### config.mk
export PLATFORM = sky130hd
export DESIGN_NAME = ex_pipe_ctrl_flat
export DESIGN_NICKNAME = d
export VERILOG_FILES = /design/src/rtl/ex_ctrl_pkg.sv /design/src/rtl/ex_pipe_ctrl_if.sv /design/src/rtl/ex_hazard_detect.sv /design/src/rtl/ex_pipe_ctrl.sv /design/src/flat_wrapper.sv
export SDC_FILE = /design/constraint.sdc
export NUM_CORES = 1
export LEC_CHECK = 0
export ABC_AREA = 1
export CAP_MARGIN = 30
export CELL_PAD_IN_SITES_DETAIL_PLACEMENT = 2
export CELL_PAD_IN_SITES_GLOBAL_PLACEMENT = 2
export CORE_MARGIN = 3
export CORE_UTILIZATION = 18
export CTS_BUF_LIST = sky130_fd_sc_hd__clkbuf_4
export DETAILED_ROUTE_END_ITERATION = 16
export PLACE_DENSITY_LB_ADDON = 0.08
export SKIP_CTS_REPAIR_TIMING = 1
export SLEW_MARGIN = 5
export SYNTH_ARGS = -nofsm -noshare
export SYNTH_HDL_FRONTEND = slang
export SYNTH_SLANG_ARGS = --single-unit
### constraint.sdc
create_clock -name clk -period 3.5 [get_ports clk]
set_clock_uncertainty 0.15 [all_clocks]
set_input_delay 0.525 -clock clk [delete_from_list [all_inputs] [get_ports clk]]
set_output_delay 0.525 -clock clk [all_outputs]
set_load 0.03 [all_outputs]
### src/rtl/ex_ctrl_pkg.sv
// Shared types and constants for the EX-stage pipeline controller.
package ex_ctrl_pkg;

    localparam int unsigned REG_W = 5;
    localparam int unsigned SEL_W = 2;

    localparam logic [REG_W-1:0] REG_ZERO = REG_W'(0);

    // Controller states; the encoding is visible on state_o
    typedef enum logic [1:0] {
        RUN     = 2'd0,
        FLUSH   = 2'd1,
        MC_WAIT = 2'd2
    } state_e;

    // PC target select presented with redirect
    localparam logic [SEL_W-1:0] SEL_BR   = 2'b00;
    localparam logic [SEL_W-1:0] SEL_JAL  = 2'b01;
    localparam logic [SEL_W-1:0] SEL_JALR = 2'b10;

endpackage

### src/rtl/ex_pipe_ctrl_if.sv
// ID/EX hazard inputs and pipeline strobes between the EX stage and its controller.
interface ex_pipe_ctrl_if;
    import ex_ctrl_pkg::*;

    logic [REG_W-1:0] id_rs1;
    logic [REG_W-1:0] id_rs2;
    logic             id_uses_rs1;
    logic             id_uses_rs2;
    logic [REG_W-1:0] ex_dest;
    logic             ex_write_enable;
    logic             ex_is_load;
    logic             branch_taken;
    logic             is_jal;
    logic             is_jalr;
    logic             mc_start;
    logic             mc_done;
    logic             mem_busy;

    logic             stall_pc;
    logic             stall_if_id;
    logic             stall_id_ex;
    logic             flush_if_id;
    logic             flush_id_ex;
    logic             flush_ex_mem;
    logic             redirect;
    logic [SEL_W-1:0] redirect_sel;

    // Pipeline side: supplies hazard information, consumes strobes
    modport master (
        output id_rs1, id_rs2, id_uses_rs1, id_uses_rs2, ex_dest, ex_write_enable,
               ex_is_load, branch_taken, is_jal, is_jalr, mc_start, mc_done, mem_busy,
        input  stall_pc, stall_if_id, stall_id_ex, flush_if_id, flush_id_ex,
               flush_ex_mem, redirect, redirect_sel
    );

    // Controller side
    modport slave (
        input  id_rs1, id_rs2, id_uses_rs1, id_uses_rs2, ex_dest, ex_write_enable,
               ex_is_load, branch_taken, is_jal, is_jalr, mc_start, mc_done, mem_busy,
        output stall_pc, stall_if_id, stall_id_ex, flush_if_id, flush_id_ex,
               flush_ex_mem, redirect, redirect_sel
    );

endinterface

### src/rtl/ex_hazard_detect.sv
// Load-use comparator: an ID operand depends on a load still in EX.
module ex_hazard_detect
    import ex_ctrl_pkg::*;
(
    input  logic [REG_W-1:0] id_rs1,
    input  logic [REG_W-1:0] id_rs2,
    input  logic             id_uses_rs1,
    input  logic             id_uses_rs2,
    input  logic [REG_W-1:0] ex_dest,
    input  logic             ex_write_enable,
    input  logic             ex_is_load,
    output logic             load_use_c
);

    logic rs1_hit_c;
    logic rs2_hit_c;

    // x0 never carries a dependency, so a load targeting it never stalls
    always_comb begin
        rs1_hit_c  = id_uses_rs1 && (id_rs1 == ex_dest);
        rs2_hit_c  = id_uses_rs2 && (id_rs2 == ex_dest);
        load_use_c = ex_is_load && ex_write_enable && (ex_dest != REG_ZERO)
                     && (rs1_hit_c || rs2_hit_c);
    end

endmodule

### src/rtl/ex_pipe_ctrl.sv
// EX-stage sequencing controller: stall/flush/redirect strobes for load-use,
// taken control transfers, multi-cycle EX ops and memory back-pressure.
// Optional build macro EX_PIPE_CTRL_PERF_EN adds stall/redirect counters.
module ex_pipe_ctrl
    import ex_ctrl_pkg::*;
#(
    parameter int unsigned MC_MAX_CYCLES = 34,
    parameter int unsigned CNT_W         = 32
) (
    input  logic              clk,
    input  logic              rst,
    ex_pipe_ctrl_if.slave     pif,
    output logic              mc_timeout,
    output logic [1:0]        state_o,
    output logic [CNT_W-1:0]  stall_cycles,
    output logic [CNT_W-1:0]  flush_events
);

    localparam int unsigned       WAIT_W    = $clog2(MC_MAX_CYCLES + 1);
    localparam logic [WAIT_W-1:0] WAIT_LAST = WAIT_W'(MC_MAX_CYCLES - 1);
    localparam logic [WAIT_W-1:0] WAIT_SAT  = '1;

    state_e            state_q, state_d;
    logic [WAIT_W-1:0] wait_cnt_q, wait_cnt_d;
    logic              mc_timeout_q, mc_timeout_d;
    logic              load_use_c;
    logic              redirect_req_c;

    ex_hazard_detect u_hazard (
        .id_rs1          (pif.id_rs1),
        .id_rs2          (pif.id_rs2),
        .id_uses_rs1     (pif.id_uses_rs1),
        .id_uses_rs2     (pif.id_uses_rs2),
        .ex_dest         (pif.ex_dest),
        .ex_write_enable (pif.ex_write_enable),
        .ex_is_load      (pif.ex_is_load),
        .load_use_c      (load_use_c)
    );

    assign redirect_req_c = pif.branch_taken | pif.is_jal | pif.is_jalr;

    // Next-state and same-cycle strobes; wait_cnt holds the index of the current
    // hold cycle, the mc_start cycle being hold 0
    always_comb begin
        state_d          = state_q;
        wait_cnt_d       = wait_cnt_q;
        mc_timeout_d     = mc_timeout_q;
        pif.stall_pc     = 1'b0;
        pif.stall_if_id  = 1'b0;
        pif.stall_id_ex  = 1'b0;
        pif.flush_if_id  = 1'b0;
        pif.flush_id_ex  = 1'b0;
        pif.flush_ex_mem = 1'b0;
        pif.redirect     = 1'b0;
        pif.redirect_sel = SEL_BR;
        if (rst) begin
            state_d = RUN;
        end else if (pif.mem_busy) begin
            pif.stall_pc    = 1'b1;
            pif.stall_if_id = 1'b1;
            pif.stall_id_ex = 1'b1;
        end else begin
            unique case (state_q)
                RUN, FLUSH: begin
                    state_d    = RUN;
                    wait_cnt_d = '0;
                    if ((state_q == RUN) && redirect_req_c) begin
                        pif.redirect    = 1'b1;
                        pif.flush_if_id = 1'b1;
                        pif.flush_id_ex = 1'b1;
                        state_d         = FLUSH;
                        if (pif.is_jalr)     pif.redirect_sel = SEL_JALR;
                        else if (pif.is_jal) pif.redirect_sel = SEL_JAL;
                        else                 pif.redirect_sel = SEL_BR;
                    end else if (pif.mc_start) begin
                        if (!pif.mc_done) begin
                            pif.stall_pc     = 1'b1;
                            pif.stall_if_id  = 1'b1;
                            pif.stall_id_ex  = 1'b1;
                            pif.flush_ex_mem = 1'b1;
                            state_d          = MC_WAIT;
                            wait_cnt_d       = WAIT_W'(1);
                        end
                    end else if (load_use_c) begin
                        pif.stall_pc    = 1'b1;
                        pif.stall_if_id = 1'b1;
                        pif.flush_id_ex = 1'b1;
                    end
                end
                MC_WAIT: begin
                    if (pif.mc_done) begin
                        state_d    = RUN;
                        wait_cnt_d = '0;
                    end else begin
                        pif.stall_pc     = 1'b1;
                        pif.stall_if_id  = 1'b1;
                        pif.stall_id_ex  = 1'b1;
                        pif.flush_ex_mem = 1'b1;
                        if (wait_cnt_q >= WAIT_LAST) begin
                            mc_timeout_d = 1'b1;
                            state_d      = RUN;
                            wait_cnt_d   = '0;
                        end else if (wait_cnt_q != WAIT_SAT) begin
                            wait_cnt_d = wait_cnt_q + WAIT_W'(1);
                        end
                    end
                end
                default: begin
                    state_d    = RUN;
                    wait_cnt_d = '0;
                end
            endcase
        end
    end

    // State, hold counter and sticky timeout flag
    always_ff @(posedge clk) begin
        if (rst) begin
            state_q      <= RUN;
            wait_cnt_q   <= '0;
            mc_timeout_q <= 1'b0;
        end else begin
            state_q      <= state_d;
            wait_cnt_q   <= wait_cnt_d;
            mc_timeout_q <= mc_timeout_d;
        end
    end

    assign mc_timeout = mc_timeout_q;
    assign state_o    = state_q;

`ifdef EX_PIPE_CTRL_PERF_EN
    logic [CNT_W-1:0] stall_cycles_q, stall_cycles_d;
    logic [CNT_W-1:0] flush_events_q, flush_events_d;

    // Free-running wrap-around event counters
    always_comb begin
        stall_cycles_d = stall_cycles_q + CNT_W'(pif.stall_pc);
        flush_events_d = flush_events_q + CNT_W'(pif.redirect);
    end

    // Counter registers
    always_ff @(posedge clk) begin
        if (rst) begin
            stall_cycles_q <= '0;
            flush_events_q <= '0;
        end else begin
            stall_cycles_q <= stall_cycles_d;
            flush_events_q <= flush_events_d;
        end
    end

    assign stall_cycles = stall_cycles_q;
    assign flush_events = flush_events_q;
`else
    assign stall_cycles = '0;
    assign flush_events = '0;
`endif

    // mc_start must arrive on its own: not with a load, and not with a redirect in RUN
    property p_mc_no_load;
        @(posedge clk) disable iff (rst)
            (pif.mc_start && !pif.mem_busy && (state_q != MC_WAIT)) |-> !pif.ex_is_load;
    endproperty
    property p_mc_no_redirect;
        @(posedge clk) disable iff (rst)
            (pif.mc_start && !pif.mem_busy && (state_q == RUN)) |-> !redirect_req_c;
    endproperty
    a_mc_no_load:     assert property (p_mc_no_load)     else $error("mc_start with ex_is_load");
    a_mc_no_redirect: assert property (p_mc_no_redirect) else $error("mc_start with redirect request");

endmodule

### src/flat_wrapper.sv
// flat-port wrapper written by rule: the top's interface ports become plain ports
module ex_pipe_ctrl_flat import ex_ctrl_pkg::*;
#(
    parameter int unsigned MC_MAX_CYCLES = 34,
    parameter int unsigned CNT_W         = 32
)
  (clk, rst, mc_timeout, state_o, stall_cycles, flush_events, pif_id_rs1, pif_id_rs2, pif_id_uses_rs1, pif_id_uses_rs2, pif_ex_dest, pif_ex_write_enable, pif_ex_is_load, pif_branch_taken, pif_is_jal, pif_is_jalr, pif_mc_start, pif_mc_done, pif_mem_busy, pif_stall_pc, pif_stall_if_id, pif_stall_id_ex, pif_flush_if_id, pif_flush_id_ex, pif_flush_ex_mem, pif_redirect, pif_redirect_sel);
  ex_pipe_ctrl_if pif_i ();
  input  logic clk;
  input  logic rst;
  output logic mc_timeout;
  output logic [1:0] state_o;
  output logic [CNT_W-1:0] stall_cycles;
  output logic [CNT_W-1:0] flush_events;
  input wire logic [$bits(pif_i.id_rs1)-1:0] pif_id_rs1;
  input wire logic [$bits(pif_i.id_rs2)-1:0] pif_id_rs2;
  input wire logic [$bits(pif_i.id_uses_rs1)-1:0] pif_id_uses_rs1;
  input wire logic [$bits(pif_i.id_uses_rs2)-1:0] pif_id_uses_rs2;
  input wire logic [$bits(pif_i.ex_dest)-1:0] pif_ex_dest;
  input wire logic [$bits(pif_i.ex_write_enable)-1:0] pif_ex_write_enable;
  input wire logic [$bits(pif_i.ex_is_load)-1:0] pif_ex_is_load;
  input wire logic [$bits(pif_i.branch_taken)-1:0] pif_branch_taken;
  input wire logic [$bits(pif_i.is_jal)-1:0] pif_is_jal;
  input wire logic [$bits(pif_i.is_jalr)-1:0] pif_is_jalr;
  input wire logic [$bits(pif_i.mc_start)-1:0] pif_mc_start;
  input wire logic [$bits(pif_i.mc_done)-1:0] pif_mc_done;
  input wire logic [$bits(pif_i.mem_busy)-1:0] pif_mem_busy;
  output wire logic [$bits(pif_i.stall_pc)-1:0] pif_stall_pc;
  output wire logic [$bits(pif_i.stall_if_id)-1:0] pif_stall_if_id;
  output wire logic [$bits(pif_i.stall_id_ex)-1:0] pif_stall_id_ex;
  output wire logic [$bits(pif_i.flush_if_id)-1:0] pif_flush_if_id;
  output wire logic [$bits(pif_i.flush_id_ex)-1:0] pif_flush_id_ex;
  output wire logic [$bits(pif_i.flush_ex_mem)-1:0] pif_flush_ex_mem;
  output wire logic [$bits(pif_i.redirect)-1:0] pif_redirect;
  output wire logic [$bits(pif_i.redirect_sel)-1:0] pif_redirect_sel;
  assign pif_i.id_rs1 = pif_id_rs1;
  assign pif_i.id_rs2 = pif_id_rs2;
  assign pif_i.id_uses_rs1 = pif_id_uses_rs1;
  assign pif_i.id_uses_rs2 = pif_id_uses_rs2;
  assign pif_i.ex_dest = pif_ex_dest;
  assign pif_i.ex_write_enable = pif_ex_write_enable;
  assign pif_i.ex_is_load = pif_ex_is_load;
  assign pif_i.branch_taken = pif_branch_taken;
  assign pif_i.is_jal = pif_is_jal;
  assign pif_i.is_jalr = pif_is_jalr;
  assign pif_i.mc_start = pif_mc_start;
  assign pif_i.mc_done = pif_mc_done;
  assign pif_i.mem_busy = pif_mem_busy;
  assign pif_stall_pc = pif_i.stall_pc;
  assign pif_stall_if_id = pif_i.stall_if_id;
  assign pif_stall_id_ex = pif_i.stall_id_ex;
  assign pif_flush_if_id = pif_i.flush_if_id;
  assign pif_flush_id_ex = pif_i.flush_id_ex;
  assign pif_flush_ex_mem = pif_i.flush_ex_mem;
  assign pif_redirect = pif_i.redirect;
  assign pif_redirect_sel = pif_i.redirect_sel;
  ex_pipe_ctrl #(.MC_MAX_CYCLES(MC_MAX_CYCLES), .CNT_W(CNT_W)) u_core (.clk(clk), .rst(rst), .pif(pif_i), .mc_timeout(mc_timeout), .state_o(state_o), .stall_cycles(stall_cycles), .flush_events(flush_events));
endmodule
==> results.md, run 1 <==
- Status: completed
- Pint: ~200 uW
- Final worst setup slack: between 0.4 and 0.5 ns
- Detailed Route Iter0 Violations: 34
- Design Area, Final: about 1700 um^2
- Core area: about 7400 um^2
- Placer Congestion: roughly 0.7
- Clk pwr share: 0.205
- Total Wirelength: between 3 and 4 mm
- Final hold violation count: 0
- Worst EP required: roughly 2.8 ns
- Diode count: 0
- Commonest cells after routing, fill and taps aside: 64 x conb_1, 49 x nand2_1, 38 x clkdlybuf4s50_1, 28 x inv_1, 19 x nor2_1
- Die W: between 90 and 100 um
- DRT antenna net count: 0
- Placed wire-length estimate: between 3 and 4 mm
- Sequential share of power: 0.265
- CP Buf/Inv Count: 3
- CTS tree: built
- DRC viols: 0
- Post-Place Cells: roughly 360
- Vias per inst: 3.54
- Combinational power share: 0.530
- Die height: between 90 and 100 um
- CP top delay family: buffers and inverters
- Pre-Repair DR Iteration Count: 3
- Via Count: 1,275
- Fmax: between 300 and 400 MHz
- Placed instance area: approximately 1700 um^2
- WL/cell: approximately 11 um
- Fillers: roughly 950
- Crit-path most repeated cell: nand2_1
- Site Rows: 31
- CP startpoint kind: input pin
- Yosys cell types: 24
- Final net count: approximately 300
- Cell area power density: about 240 nW/um^2
- YS warnings: 0
- Unrepaired setup endpoints after global routing: false
- Switching share of power: 0.498
- Clk Latency, worst-skew pair: between 0.2 and 0.3 ns
- Worst min-delay path class: flop to flop
- Io pins: 103
- Yosys top cell area share: 0.357
- Psw: between 200 and 250 uW
- Synthesis-stage register bit count: 9
- Root Buffer: clkbuf_4
- Setup Crit Path Kind: input pin to output pin
- Sum of negative setup slack: 0 ns
- Worst Path Arrival: 2.42 ns
- # H-tree levels: 1
- Sequential share of the synthesized area: 0.128
- First-pass GRT wire length: about 6.1 mm
- Pleak: between 0.0008 and 0.0009 uW
- Grt total ovfl: 0
- Share of post-route cells with drive strength above 1: 0.0996
- Die ar.: around 9000 um^2
- Clock sink total: 9
- Multi-input gate area: around 840 um^2
- Mapped Cells: 222
- Max-slew violations: 0
- Mapped Area: roughly 1400 um^2
- Top cells by area, synth: buf_4 36%, nand2_1 13%, dfxtp_1 13%, inv_1 7.5%, nor2_1 5.1%
- Tmin final: slightly above 3 ns
- Period utilization: 0.884
- Max-cap violations: 0
- Critical path, cell by cell: clkdlybuf4s50_1 -> inv_1 -> nand2_1 -> nand2_1 -> nor2_1 -> nand3_1 -> nand2_1 -> nand3_1 -> nand2_1 -> clkdlybuf4s50_1
- Largest net degree at the start of global routing: 11
- Clk pin slew, worst setup/hold paths: around 0.060 ns
- Largest stage delay, worst path: 0.68 ns
- Non-Filler Instances: 360
- Commonest non-fill, non-tap cell in the layout: conb_1
- Vias in the first global route: 1,262
- Layout area overhead: 19.5%
- Final Power: 406 uW
- Tot GR Track Use: 0.0868
- Antenna violations before repair: 0
- Max VDD drop: 0.0701 mV
- Crit path capture type: output pin
- Final setup vio count: 0
- Pre-CTS setup slack: ~0.36 ns
- Critical-path top delay cell: clkdlybuf4s50_1
- Clock Tree Buf Depth: 2
- Dominant cell type by area after synthesis: buf_4
- Port Buffers: 38
- Avg Cell Area, Syn: between 6 and 7 um^2
- Crit path max fanout: 4
- Reg area: roughly 180 um^2
- Starting Density: 0.190
- CTS buffer count: 3
power groups by stage:
stage          logic [uW]  registers (uW)  clock network (uW)
4_1_cts               216             108                90.0
6_report              215             108                83.2
5_1_grt               233             108                98.6
3_5_place_dp          215             110                   0
3_3_place_gp          215             110                   0
2_1_floorplan         206             113                   0
routing by layer:
| metal | up-vias | wire (um) | global-route usage |
|---|---|---|---|
| li1 | 628 | - | - |
| met1 | 576 | 1760 | 0.114 |
| met2 | 69 | 1740 | 0.140 |
| met3 | 2 | 359 | 0.0295 |
| met4 | 0 | 21 | 0.0144 |
| met5 | - | 0 | 0 |
state kept, by name (all words and copies together) (netlist names):
name	flops
u_core.wait_cnt_q	6
u_core.state_o	2
u_core.mc_timeout	1
layout make-up:
type,instances,share of cell area
multi-input cells,177,0.497
repair buffers,40,0.235
flip-flops and latches,9,0.107
well taps,99,0.0735
inverters,31,0.0720
clock buffers,3,0.0134
clock inverters,1,0.00297
metrics by stage:
step / util / hold WS, ns
finish: 0.227 / 0.321
global route: 0.227 / 0.369
CTS: 0.227 / 0.331
detailed placement: 0.224 / 0.314
global placement: 0.224 / 0.317
floorplan: - / 0.351
cell usage after synthesis:
cell / number
ha_1: 3
inv_1: 28
clkinv_4: 1
o21a_1: 1
nand4_1: 4
a21oi_2: 4
nor2_1: 19
a21oi_1: 8
nor2_4: 2
buf_2: 1
nand2_1: 49
nand3_2: 6
dfxtp_1: 9
and3_1: 1
o31ai_1: 1
nor4_1: 1
o21ai_2: 3
buf_4: 67
o21ai_0: 1
conb_1: 1
inv_2: 2
o21ai_1: 1
nand3_1: 7
nand2_4: 2
worst reg2reg max path, stage by stage (launching register included):
cell,delay (ns)
dfxtp_1,0.43
inv_1,0.09
ha_1,0.18
nor2_1,0.11
nand3_2,0.11
nand2_4,0.09
nand2_4,0.08
clkinv_4,0.08
nand3_2,0.06
a21oi_2,0.12
kinds of logic after synthesis:
kind of cell | share of synthesized area
AO/OA/AOI/OAI | 0.0896
flip-flops | 0.128
adder cells (fa/ha/maj) | 0.0266
buffers and inverters | 0.446
AND/OR/NAND/NOR | 0.307
other | 0.00266
worst paths after layout:
kind / start / to / slack [ns] / cells after the start
max: pif_ex_dest[1] / pif_stall_pc / 0.41 / 10
max reg2reg: u_core.wait_cnt_q[1]$_SDFFE_PP0P_ / u_core.wait_cnt_q[1]$_SDFFE_PP0P_ / 1.95 / 9
min reg2reg: u_core.mc_timeout$_SDFFE_PP0P_ / u_core.mc_timeout$_SDFFE_PP0P_ / 0.32 / 2
min: u_core.mc_timeout$_SDFFE_PP0P_ / u_core.mc_timeout$_SDFFE_PP0P_ / 0.32 / 2
Power figures use the tool's default switching activity.
==> run 2: changes to the inputs <==
- CORE_MARGIN: 3 -> 1.5
==> run 2 against run 1 <==
Against the previous run:
- via count fell by 2.9%
- fmax fell by 0.40%
- global-route usage rose by 0.81 points
- final cell count rose by 0.83%
- combinational power barely moved
- highest routed layer unchanged
==> results.md, run 2 (synthesis gave the netlist of run 1 again) <==
- Period utilization: 0.887 (was 0.884)
- Final hold violation count: 0 (unchanged)
- Worst min-delay path class: flop to flop (unchanged)
- Die ar.: 8370 um^2 (was 8930 um^2)
- Crit path max fanout: 3 (was 4)
- Share of post-route cells with drive strength above 1: 0.0996 (unchanged)
- Max VDD drop: 0.0556 mV (was 0.0701 mV)
- Commonest non-fill, non-tap cell in the layout: conb_1 (unchanged)
- Worst EP required: 2.82 ns (about the same)
- Diode count: 0 (unchanged)
- HP Start: u_core.mc_timeout$_SDFFE_PP0P_ (unchanged)
- CP startpoint kind: input pin (unchanged)
- Pre-Repair DR Iteration Count: 4 (was 3)
- R2R Path End: u_core.wait_cnt_q[3]$_SDFFE_PP0P_ (was u_core.wait_cnt_q[1]$_SDFFE_PP0P_)
- Core area: 7650 um^2 (was 7410 um^2)
- Critical-path top delay cell: clkdlybuf4s50_1 (unchanged)
- Placed wire-length estimate: 3.37 mm (was 3.45 mm)
- Final hold slack: 0.322 ns (was 0.321 ns)
- Grt total ovfl: 0 (unchanged)
- Unrepaired setup endpoints after global routing: false (unchanged)
- Largest stage delay, worst path: 0.70 ns (was 0.68 ns)
- DRC viols: 0 (unchanged)
- Io pins: 103 (unchanged)
- Setup Crit Path Kind: input pin to output pin (unchanged)
- Die height: 91.5 um (was 94.5 um)
- Biggest register: u_core.wait_cnt_q (unchanged)
- Root Buffer: clkbuf_4 (unchanged)
- Clock sink total: 9 (unchanged)
- Port Buffers: 38 (unchanged)
- Tmin final: 3.11 ns (was 3.09 ns)
- First-pass GRT wire length: 6.20 mm (was 6.07 mm)
- Vias per inst: 3.41 (was 3.54)
- Clk pin slew, worst setup/hold paths: 0.07 ns (was 0.06 ns)
- Detailed Route Iter0 Violations: 26 (was 34)
- Commonest cells after routing, fill and taps aside: 64 x conb_1, 49 x nand2_1, 38 x clkdlybuf4s50_1, 28 x inv_1, 19 x nor2_1 (unchanged)
- Final setup vio count: 0 (unchanged)
- Clk Latency, worst-skew pair: 0.27 ns (about the same)
- WL/cell: 10.7 um (was 10.8 um)
- Vias in the first global route: 1,193 (was 1,262)
- Register-to-Register Path Depth: 9 (unchanged)
- # H-tree levels: 1 (unchanged)
- CTS tree: built (unchanged)
- CTS buffer count: 3 (unchanged)
- Worst reg2reg setup slack: 1.97 ns (was 1.95 ns)
- Fillers: 970 (was 945)
- Crit path capture type: output pin (unchanged)
- Worst hold stages: 2 (unchanged)
- Non-Filler Instances: 363 (was 360)
- Cell area power density: 243 nW/um^2 (was 241 nW/um^2)
- Post-Place Cells: 359 (was 356)
- Hold Crit Endpoint: u_core.mc_timeout$_SDFFE_PP0P_ (unchanged)
- Largest register FFs: 6 (unchanged)
- Layout area overhead: 19.8% (was 19.5%)
- Tot GR Track Use: 0.0949 (was 0.0868)
- Sum of negative setup slack: 0 ns (unchanged)
- Via Count: 1,238 (was 1,275)
- Max-slew violations: 0 (unchanged)
- Status: completed (unchanged)
- Fmax: 322 MHz (was 323 MHz)
- Total Wirelength: 3.89 mm (about the same)
- Clock Tree Buf Depth: 2 (unchanged)
- DRT antenna net count: 0 (unchanged)
- Site Rows: 32 (was 31)
- Final net count: 292 (unchanged)
- Die W: 91.5 um (was 94.5 um)
- Final Power: 410 uW (was 406 uW)
- Pleak: 0.000864 uW (unchanged)
- Worst R2R Start: u_core.wait_cnt_q[1]$_SDFFE_PP0P_ (unchanged)
- Crit-path most repeated cell: nand2_1 (unchanged)
- Critical path, cell by cell: clkdlybuf4s50_1 -> inv_1 -> nand2_1 -> nand2_1 -> nor2_1 -> nand3_1 -> nand2_1 -> nand2_1 -> a21oi_1 -> clkdlybuf4s50_1 (was clkdlybuf4s50_1 -> inv_1 -> nand2_1 -> nand2_1 -> nor2_1 -> nand3_1 -> nand2_1 -> nand3_1 -> nand2_1 -> clkdlybuf4s50_1)
- Antenna violations before repair: 0 (unchanged)
- Max-cap violations: 0 (unchanged)
- Starting Density: 0.184 (was 0.190)
- Worst Path Arrival: 2.43 ns (was 2.42 ns)
- Placer Congestion: 0.681 (was 0.683)
- Largest net degree at the start of global routing: 11 (unchanged)
-- run 2: cell type report --
class / instances / area, um^2 / area share
clock buffers: 3 / 22.5 / 0.0133
repair buffers: 40 / 395 / 0.234
flip-flops and latches: 9 / 180 / 0.107
clock inverters: 1 / 5.00 / 0.00296
multi-input cells: 177 / 837 / 0.496
inverters: 31 / 121 / 0.0719
well taps: 102 / 128 / 0.0756
-- run 2: worst max-delay path, delay by kind of cell --
kind	cells	cell delay, ns
buffers and inverters	3	1.32
AND/OR/NAND/NOR	6	0.47
AO/OA/AOI/OAI	1	0.12
-- run 2: how the worst max path moves through the flow --
stage,to,depth (start not counted),from,slack (ns)
floorplan,pif_redirect_sel[0],5,rst,1.06
global placement,pif_stall_pc,10,pif_ex_dest[3],0.37
detailed placement,pif_flush_id_ex,10,pif_ex_dest[3],0.35
CTS,pif_flush_id_ex,10,pif_ex_dest[3],0.35
global route,pif_flush_id_ex,10,pif_ex_dest[3],0.22
finish,pif_flush_id_ex,10,pif_ex_dest[3],0.39
-- run 2: metrics by stage --
| step | utilization | setup slack, ns | instance area (um^2) |
|---|---|---|---|
| 5_1_grt | 0.221 | 0.223 | 1690 |
| 2_1_floorplan | - | 1.06 | 1650 |
| 3_5_place_dp | 0.217 | 0.350 | 1660 |
| 4_1_cts | 0.221 | 0.349 | 1690 |
| 3_3_place_gp | 0.217 | 0.368 | 1660 |
| 6_report | 0.221 | 0.395 | 1690 |
-- run 2: routing by layer --
metal,global-route usage,vias up,wire (um),share of wire
li1,-,627,-,-
met1,0.122,545,1780,0.46
met2,0.157,64,1780,0.46
met3,0.0268,2,301,0.077
met4,0.0195,0,29,0.0075
met5,0,-,0,0
-- run 2: report_power, final --
part	switching, uW	internal (uW)	total (uW)
clock	45.4	42.4	87.7
combinational	158	56.8	214
sequential	3.36	105	108
